$ cat src/rtl/serial_adder_sf.sv
// Bit-serial adder: rebuilds A = D + B + cin one bit per clock, LSB first,
// through a single full-adder cell and a carry flip-flop; start/busy/done framed.
module serial_adder_sf #(
    parameter int WIDTH = 8
) (
    input  logic             clk,
    input  logic             rst,
    input  logic             start,
    input  logic [WIDTH-1:0] d_in,
    input  logic [WIDTH-1:0] b_in,
    input  logic             cin,
    output logic             busy,
    output logic             done,
    output logic [WIDTH-1:0] a_out,
    output logic             cout
);

    localparam int CW = $clog2(WIDTH) + 1;
    localparam logic [CW-1:0] LAST = CW'(WIDTH - 1);

    localparam logic [1:0] IDLE  = 2'd0;
    localparam logic [1:0] SHIFT = 2'd1;
    localparam logic [1:0] DONE  = 2'd2;

    logic [1:0]       state_q, state_d;
    logic [WIDTH-1:0] dr_q, dr_d;
    logic [WIDTH-1:0] br_q, br_d;
    logic [WIDTH-1:0] ar_q, ar_d;
    logic [WIDTH-1:0] a_out_q, a_out_d;
    logic [CW-1:0]    cnt_q, cnt_d;
    logic             c_q, c_d;
    logic             cout_q, cout_d;
    logic             done_q, done_d;

    logic             sum_bit;
    logic             carry_next;

    // The one full-adder cell shared by every bit position.
    always_comb begin
        sum_bit    = dr_q[0] ^ br_q[0] ^ c_q;
        carry_next = (dr_q[0] & br_q[0]) | (c_q & (dr_q[0] ^ br_q[0]));
    end

    always_comb begin
        // NOTE: every next-state signal gets a default first so no path leaves it unassigned, which would infer a latch.
        state_d = state_q;
        dr_d    = dr_q;
        br_d    = br_q;
        ar_d    = ar_q;
        a_out_d = a_out_q;
        cnt_d   = cnt_q;
        c_d     = c_q;
        cout_d  = cout_q;
        done_d  = 1'b0;

        case (state_q)
            IDLE: begin
                if (start) begin
                    dr_d    = d_in;
                    br_d    = b_in;
                    c_d     = cin;
                    ar_d    = '0;
                    cnt_d   = '0;
                    state_d = SHIFT;
                end
            end
            SHIFT: begin
                ar_d  = {sum_bit, ar_q[WIDTH-1:1]};
                dr_d  = dr_q >> 1;
                br_d  = br_q >> 1;
                c_d   = carry_next;
                cnt_d = cnt_q + 1'b1;
                if (cnt_q == LAST) begin
                    a_out_d = {sum_bit, ar_q[WIDTH-1:1]};
                    cout_d  = carry_next;
                    done_d  = 1'b1;
                    state_d = DONE;
                end
            end
            DONE: begin
                state_d = IDLE;
            end
            default: begin
                state_d = IDLE;
            end
        endcase
    end

    always_ff @(posedge clk) begin
        // NOTE: sequential state uses non-blocking assignments so every register samples pre-edge values.
        if (rst) begin
            state_q <= IDLE;
            dr_q    <= '0;
            br_q    <= '0;
            ar_q    <= '0;
            a_out_q <= '0;
            cnt_q   <= '0;
            c_q     <= 1'b0;
            cout_q  <= 1'b0;
            done_q  <= 1'b0;
        end else begin
            state_q <= state_d;
            dr_q    <= dr_d;
            br_q    <= br_d;
            ar_q    <= ar_d;
            a_out_q <= a_out_d;
            cnt_q   <= cnt_d;
            c_q     <= c_d;
            cout_q  <= cout_d;
            done_q  <= done_d;
        end
    end

    assign busy  = (state_q != IDLE);
    assign done  = done_q;
    assign a_out = a_out_q;
    assign cout  = cout_q;

endmodule

$ cat config.mk
export PLATFORM = sky130hd
export DESIGN_NAME = serial_adder_sf
export DESIGN_NICKNAME = d
export VERILOG_FILES = /design/src/rtl/serial_adder_sf.sv
export SDC_FILE = /design/constraint.sdc
export NUM_CORES = 1
export LEC_CHECK = 0
export CORE_MARGIN = 1.5
export CORE_UTILIZATION = 50
export DETAILED_ROUTE_END_ITERATION = 12
export PLACE_DENSITY = 0.76
export RECOVER_POWER = 25
export SLEW_MARGIN = 20
export SYNTH_ARGS = -nofsm -noshare
export SYNTH_HDL_FRONTEND = slang
export SYNTH_SLANG_ARGS = --single-unit
$ cat constraint.sdc
create_clock -name clk -period 1.9 [get_ports clk]
set_input_delay 0.38 -clock clk [delete_from_list [all_inputs] [get_ports clk]]
set_output_delay 0.38 -clock clk [all_outputs]
set_load 0.005 [all_outputs]
; After elaboration in Yosys (flattened, before gate mapping)
; Index checks and enable logic that the tools add are counted.
[totals]
output_inout_bits = 11
word_cells = 41
register_bits = 41
input_bits = 20
[classes]
n_mux = 14
n_bitwise = 6
reduce_logical = 7
n_eq_ne = 4
add_sub_neg = 1
[op_table]
columns = op, n
row1 = $pmux 8 s2, 3
row2 = $mux 8, 3
row3 = $pmux 4 s2, 1
row4 = $reduce_and 2->1, 3
row5 = $add 4x1->4 const B, 1
row6 = $eq 4x3->1 const B, 1
row7 = $mux 2, 2
row8 = $mux 4, 1
row9 = $ne 2x2->1 const B, 2
row10 = $pmux 2 s2, 1
row11 = $reduce_bool 2->1, 2
row12 = $and 1x1->1, 2
row13 = $eq 2x1->1 const B, 1
row14 = $logic_not 2->1, 1
row15 = $mux 1, 2
row16 = $pmux 1 s2, 1
row17 = $reduce_or 2->1, 1
row18 = $xor 1x1->1, 2
row19 = $not 1->1, 1
row20 = $or 1x1->1, 1

; Depth between registers and ports, before layout
; Gate-level depths: netlist (run 1).
[depth]
word_depth = 4
depth_mapped = 5
depth_no_buf = 4

; Worst setup path after synthesis (run 1)
; Ideal clock, no wire load.
[synth_timing]
path_type = register to output
startpoint = reg state_q[0]
endpoint = out busy
t_arrival_ps = 948
setup_slack_ps = 572
required_ps = 1520
n_path_buf = 2
stages_incl_launch_ff = 4
path_cell_list = dfxtp_1 > buf_2 > buf_2 > or2_2
[synth_between]
elab_chain_len = 1
[synth_rtl]
columns = element, line_no
row1 = from (decl), 25  ; logic [1:0] state_q, state_d;
row2 = from (signal assigned), 102  ; state_q <= state_d;
row3 = $reduce_bool 2->1, 114  ; assign busy = (state_q != IDLE);
row4 = to (decl), 12  ; output logic busy,
; No other way between the ends.

; Worst setup path after layout (run 1)
; Same ends and word-level chain as after synthesis.

==> impl_metrics.ini, run 1 <==
[outcome]
status = complete, no violations

[setup_path]
worst-path-max-fanout = 9
crit_slowest_cell = clkdlybuf4s50_1
crit_path_cell_trace = or2_2, clkdlybuf4s50_1
slowest_delay_ns = 0.45
start_kind = register
path_class = register to output port
worstPathArrival_ns = 1.41
r2r_slack_ns = 0.31
critPathRequiredTime_ns = 1.52
worstSetupEndpointType = output port

[run]
cap_violations = 0

[yosys]
synth_cell_types = 31
netlist.area_leader.share_pct = 43.4
yosysSeqAreaShare_pct = 43.4
synth_seq_cells = 40
synth_top_cell_by_area = dfxtp_1
synth.most_common_cell = dfxtp_1
synth_edf_count = 0
netlist_area_um2 = 1840
synth_area_leaders = dfxtp_1 (43%), a21oi_1 (10%), o221a_2 (7.9%)
synthArstFlopShare_pct = 0
syn_avg_cell_area_um2 = 8.42
ys_warn_count = 0
synth_fp_nets = 241
synth_ff_type = dfxtp_1
synth.top_cells.by_count = dfxtp_1 (40), a21oi_1 (37), nor2_1 (28)
synthCells = 219

[route]
ant_nets = 0
wl_um = 4100
dr_wl_met3_um = 141
drcViolationCount = 0
wl_per_cell_um = 14.1
wl_met2_um = 1830
routed.top_layer = met4
vias_per_cell = 5.56
wl_met1_um = 2030
vias = 1617
dr.pass1.iters = 4
drt_iter0_drc = 194

[floorplanning]
die_w_um = 63.7
start_util_pct = 53.5
core_um2 = 3440
die_h_um = 63.7
std_cell_rows = 21
ios = 31
fp.dieArea_um2 = 4060

[timing]
post-route-period-util_pct = 94.0
max_slew.worst_pin.slew_ns = 0.554
finalSetupTns_ns = 0
post-route-min-period_ns = 1.79
skew_ns = 0.00841
fmax_mhz = 560
slew_violations = 0
rsz0062_at_grt = no
finalSetupViolations = 0
maxSlewHeadroom_pct = 63.1
worst_hold_slack_ns = 0.466
hold_viol = 0

[global_routing]
grt-ovfl-total = 0
grt_pass1_wl_um = 6910
grt_pass1_vias = 1446
antenna_found_initial = 0
grtUsageTotal_pct = 22.0
grt_max_degree = 36

[finish]
diodes = 0
drive_above_1_share_pct = 13.5
fin_util_pct = 66.3
final_nets = 266
areaGrowthSynthToFinish_pct = 23.8

[clock_network]
clock-sinks = 40
clkTransAtPathRegs_ns = 0.07
clock_latency_ns = 0.29
htreeDepth = 2
numCtsBuffers = 5
cts_tree = yes
clk_path_buf_depth = 2
ctsHoldBuffers = 0
clockRootBuffer = clkbuf_8

[hold_path]
hp-class = register to register

[power]
ir_worst_vdd_uv = 507
static-leakage-power_nw = 0.856
total_power_w = 0.00181
powerDensity_nw_per_um2 = 794

[placement]
gp_congestion = 0.764
hpwl_um = 2580
io_buffers = 30
-- power breakdown --
group	switching (W)	internal, W
registers	0.0000318	0.000875
clock network	0.000286	0.000390
logic	0.000110	0.000119
-- sequential cells by signal, summed over array words and instances (netlist names) --
signal / count
ar_q: 7
dr_q: 8
state_q: 2
a_out: 8
c_q: 1
done: 1
cnt_q: 4
cout: 1
br_q: 8
-- critical path, delay by kind of cell, from the launching register on --
family	cells	cell delay, ns
buffers and inverters	1	0.45
and+or+nand+nor	1	0.31
DFF	1	0.37
-- cells by family (layout without fill, tap and decap cells) --
family                   after synthesis  count (layout)  synth area share, %
AND/OR/NAND/NOR                       63              63                 16.4
flip-flops                            40              40                 43.4
adder cells (fa/ha/maj)                2               2                 1.77
multiplexers                           1               1                0.543
buffers and inverters                 35              61                 8.49
AO/OA/AOI/OAI                         78              78                 29.3
-- metal layers --
metal	up-vias	track usage, %
li1	829	-
met3	8	4.64
met1	745	30.9
met5	-	0
met4	0	11.4
met2	35	31.3
-- worst paths after layout --
path                                 from                     to  cells after the start
setup / recovery  state_q[0]$_SDFFE_PP0P_                   busy                      2
hold / removal       ar_q[1]$_SDFFE_PP0P_  a_out[0]$_SDFFE_PP0P_                      2
hold reg to reg      ar_q[1]$_SDFFE_PP0P_  a_out[0]$_SDFFE_PP0P_                      2
setup reg to reg  state_q[1]$_SDFFE_PP0P_   br_q[1]$_SDFFE_PP0P_                      4
-- stage by stage --
stage	worst slack, ns	std cells	instance area (µm²)
CTS	0.0508	291	2280
detailed placement	0.193	283	2180
finish	0.114	291	2280
floorplan	0.572	219	1840
global route	0.0478	291	2280
global placement	0.204	283	2180
-- final cells by class --
cell class / instances / area [µm²]
clock buffers: 6 / 72.6
clock inverters: 2 / 35.0
fillers: 300 / 1160
inverters: 14 / 52.6
multi-input cells: 144 / 886
flip-flops and latches: 40 / 802
well taps: 46 / 57.6
repair buffers: 39 / 375
-- cells in the final DEF (no fill, tap or decap), drive strengths merged, types with 3 or more instances in the layout --
cell type / netlist / layout
nand2: 5 / 5
inv: 14 / 14
nor2b: 7 / 7
o22a: 4 / 4
a21oi: 37 / 37
clkbuf: 7 / 8
nor2: 28 / 28
nand3: 11 / 11
clkdlybuf4s50: 0 / 29
o31ai: 9 / 9
buf: 14 / 7
o221a: 13 / 13
dfxtp: 40 / 40
nand2b: 3 / 3
a22oi: 8 / 8
-- timing repair --
action                                  CTS  global route
endpoints found under the setup margin    0             1
gates resized for setup                   0             1
setup buffers                             0             0
Note: power is estimated with default switching activity, not from simulation.
==> run 2, diff against run 1 <==
MAX_ROUTING_LAYER = met4   (was not set)
==> impl_metrics.ini, run 2 (synthesis gave the netlist of run 1 again) <==
[timing]
max_slew.worst_pin.slew_ns = 0.558
finalSetupTns_ns = 0
hold_viol = 0
fmax_mhz = 561
maxSlewHeadroom_pct = 62.8
skew_ns = 0.00893
rsz0062_at_grt = no
post-route-min-period_ns = 1.78
finalSetupViolations = 0
post-route-period-util_pct = 93.8
slew_violations = 0

[finish]
areaGrowthSynthToFinish_pct = 23.8
final_cell_mix = dfxtp_1 (39), a21oi_1 (37), clkdlybuf4s50_1 (29), nor2_1 (28), inv_1 (14)
drive_above_1_share_pct = 13.5
fin_util_pct = 66.3
seq_area_um2 = 802
layout_commonest_cell = dfxtp_1
multi_input_area_um2 = 886
final_nets = 266
diodes = 0
fillers = 300

[global_routing]
antenna_found_initial = 0
grtUsageTotal_pct = 22.5
grt-ovfl-total = 0
grt_pass1_wl_um = 6900
grt_pass1_vias = 1449
grt_max_degree = 36

[placement]
gp_congestion = 0.774
io_buffers = 30
hpwl_um = 2580

[floorplanning]
core_um2 = 3440
fp.dieArea_um2 = 4060
die_w_um = 63.7
ios = 31
die_h_um = 63.7
start_util_pct = 53.5
std_cell_rows = 21

[route]
vias = 1622
drt_iter0_drc = 198
vias_per_cell = 5.57
wl_met2_um = 1860
ant_nets = 0
wl_per_cell_um = 14.0
dr.pass1.iters = 4
wl_um = 4070
routed.top_layer = met4
dr_wl_met3_um = 120
wl_met1_um = 1990
drcViolationCount = 0

[hold_path]
hp-class = register to register

[setup_path]
critPathRequiredTime_ns = 1.52
slowest_delay_ns = 0.45
crit_slowest_cell = clkdlybuf4s50_1
path_class = register to output port
worstPathArrival_ns = 1.40
crit_path_cell_trace = or2_2, clkdlybuf4s50_1
worstSetupEndpointType = output port
worst-path-max-fanout = 9
start_kind = register

[clock_network]
htreeDepth = 2
clock-sinks = 40
clk_path_buf_depth = 2
clock_latency_ns = 0.29
numCtsBuffers = 5
clockRootBuffer = clkbuf_8
cts_tree = yes
clkTransAtPathRegs_ns = 0.07

[outcome]
status = complete, no violations

[power]
clockPowerShare_pct = 37.2
power.share.switching_pct = 23.5
ir_worst_vdd_uv = 507
switching_power_w = 0.000425
seq_power_share_pct = 50.1
p_comb_share_pct = 12.6
p_int_w = 0.00138
static-leakage-power_nw = 0.856
powerDensity_nw_per_um2 = 793

[run]
cap_violations = 0
run 2: cell counts in the layout (fill, tap and decap cells not counted):
Identical to the previous run, type by type.
run 2: cell type report:
| class | instances | area share (%) |
|---|---|---|
| clock inverters | 2 | 1.54 |
| flip-flops and latches | 40 | 35.2 |
| inverters | 14 | 2.30 |
| well taps | 46 | 2.52 |
| repair buffers | 39 | 16.5 |
| clock buffers | 6 | 3.18 |
| multi-input cells | 144 | 38.8 |
run 2: routing by layer:
layer  up-vias  GRT usage [%]
li1        830              -
met1       753           30.8
met2        31           31.3
met3         8           4.64
met4         0           11.4
met5         -              -
run 2: what timing repair did:
item / 4_1_cts / 5_1_grt
hold buffers: 0 / 0
buffers inserted: 0 / 0
resized for setup: 0 / 1
setup endpoints to repair: 0 / 1
run 2: power by group through the flow:
stage	registers, W	clock network (W)	logic [W]
5_1_grt	0.000912	0.000736	0.000252
4_1_cts	0.000906	0.000693	0.000230
3_5_place_dp	0.000925	0	0.000226
3_3_place_gp	0.000925	0	0.000223
6_report	0.000907	0.000674	0.000228
2_1_floorplan	0.000917	0	0.000152
run 2: worst max-delay path, delay by kind of cell, from the launching register on:
| family | cells | cell delay, ns |
|---|---|---|
| buffers and inverters | 1 | 0.45 |
| flip-flops | 1 | 0.36 |
| AND/OR/NAND/NOR | 1 | 0.31 |
run 2: path summary, 6_finish.rpt:
check,endpoint,startpoint,depth (start not counted),slack [ns]
worst min register to register,a_out[0]$_SDFFE_PP0P_,ar_q[1]$_SDFFE_PP0P_,2,0.47
worst max-delay path,busy,state_q[0]$_SDFFE_PP0P_,2,0.12
worst max register to register,br_q[1]$_SDFFE_PP0P_,state_q[1]$_SDFFE_PP0P_,4,0.31
worst min-delay path,a_out[0]$_SDFFE_PP0P_,ar_q[1]$_SDFFE_PP0P_,2,0.47
run 2: per-stage QoR:
step	area (µm²)	instances	setup slack, ns	power (W)	hold WS, ns
floorplan	1840	219	0.572	0.00107	0.444
global placement	2180	283	0.204	0.00115	0.456
detailed placement	2180	283	0.193	0.00115	0.459
CTS	2280	291	0.0508	0.00183	0.470
global route	2280	291	0.0478	0.00190	0.495
finish	2280	291	0.118	0.00181	0.467
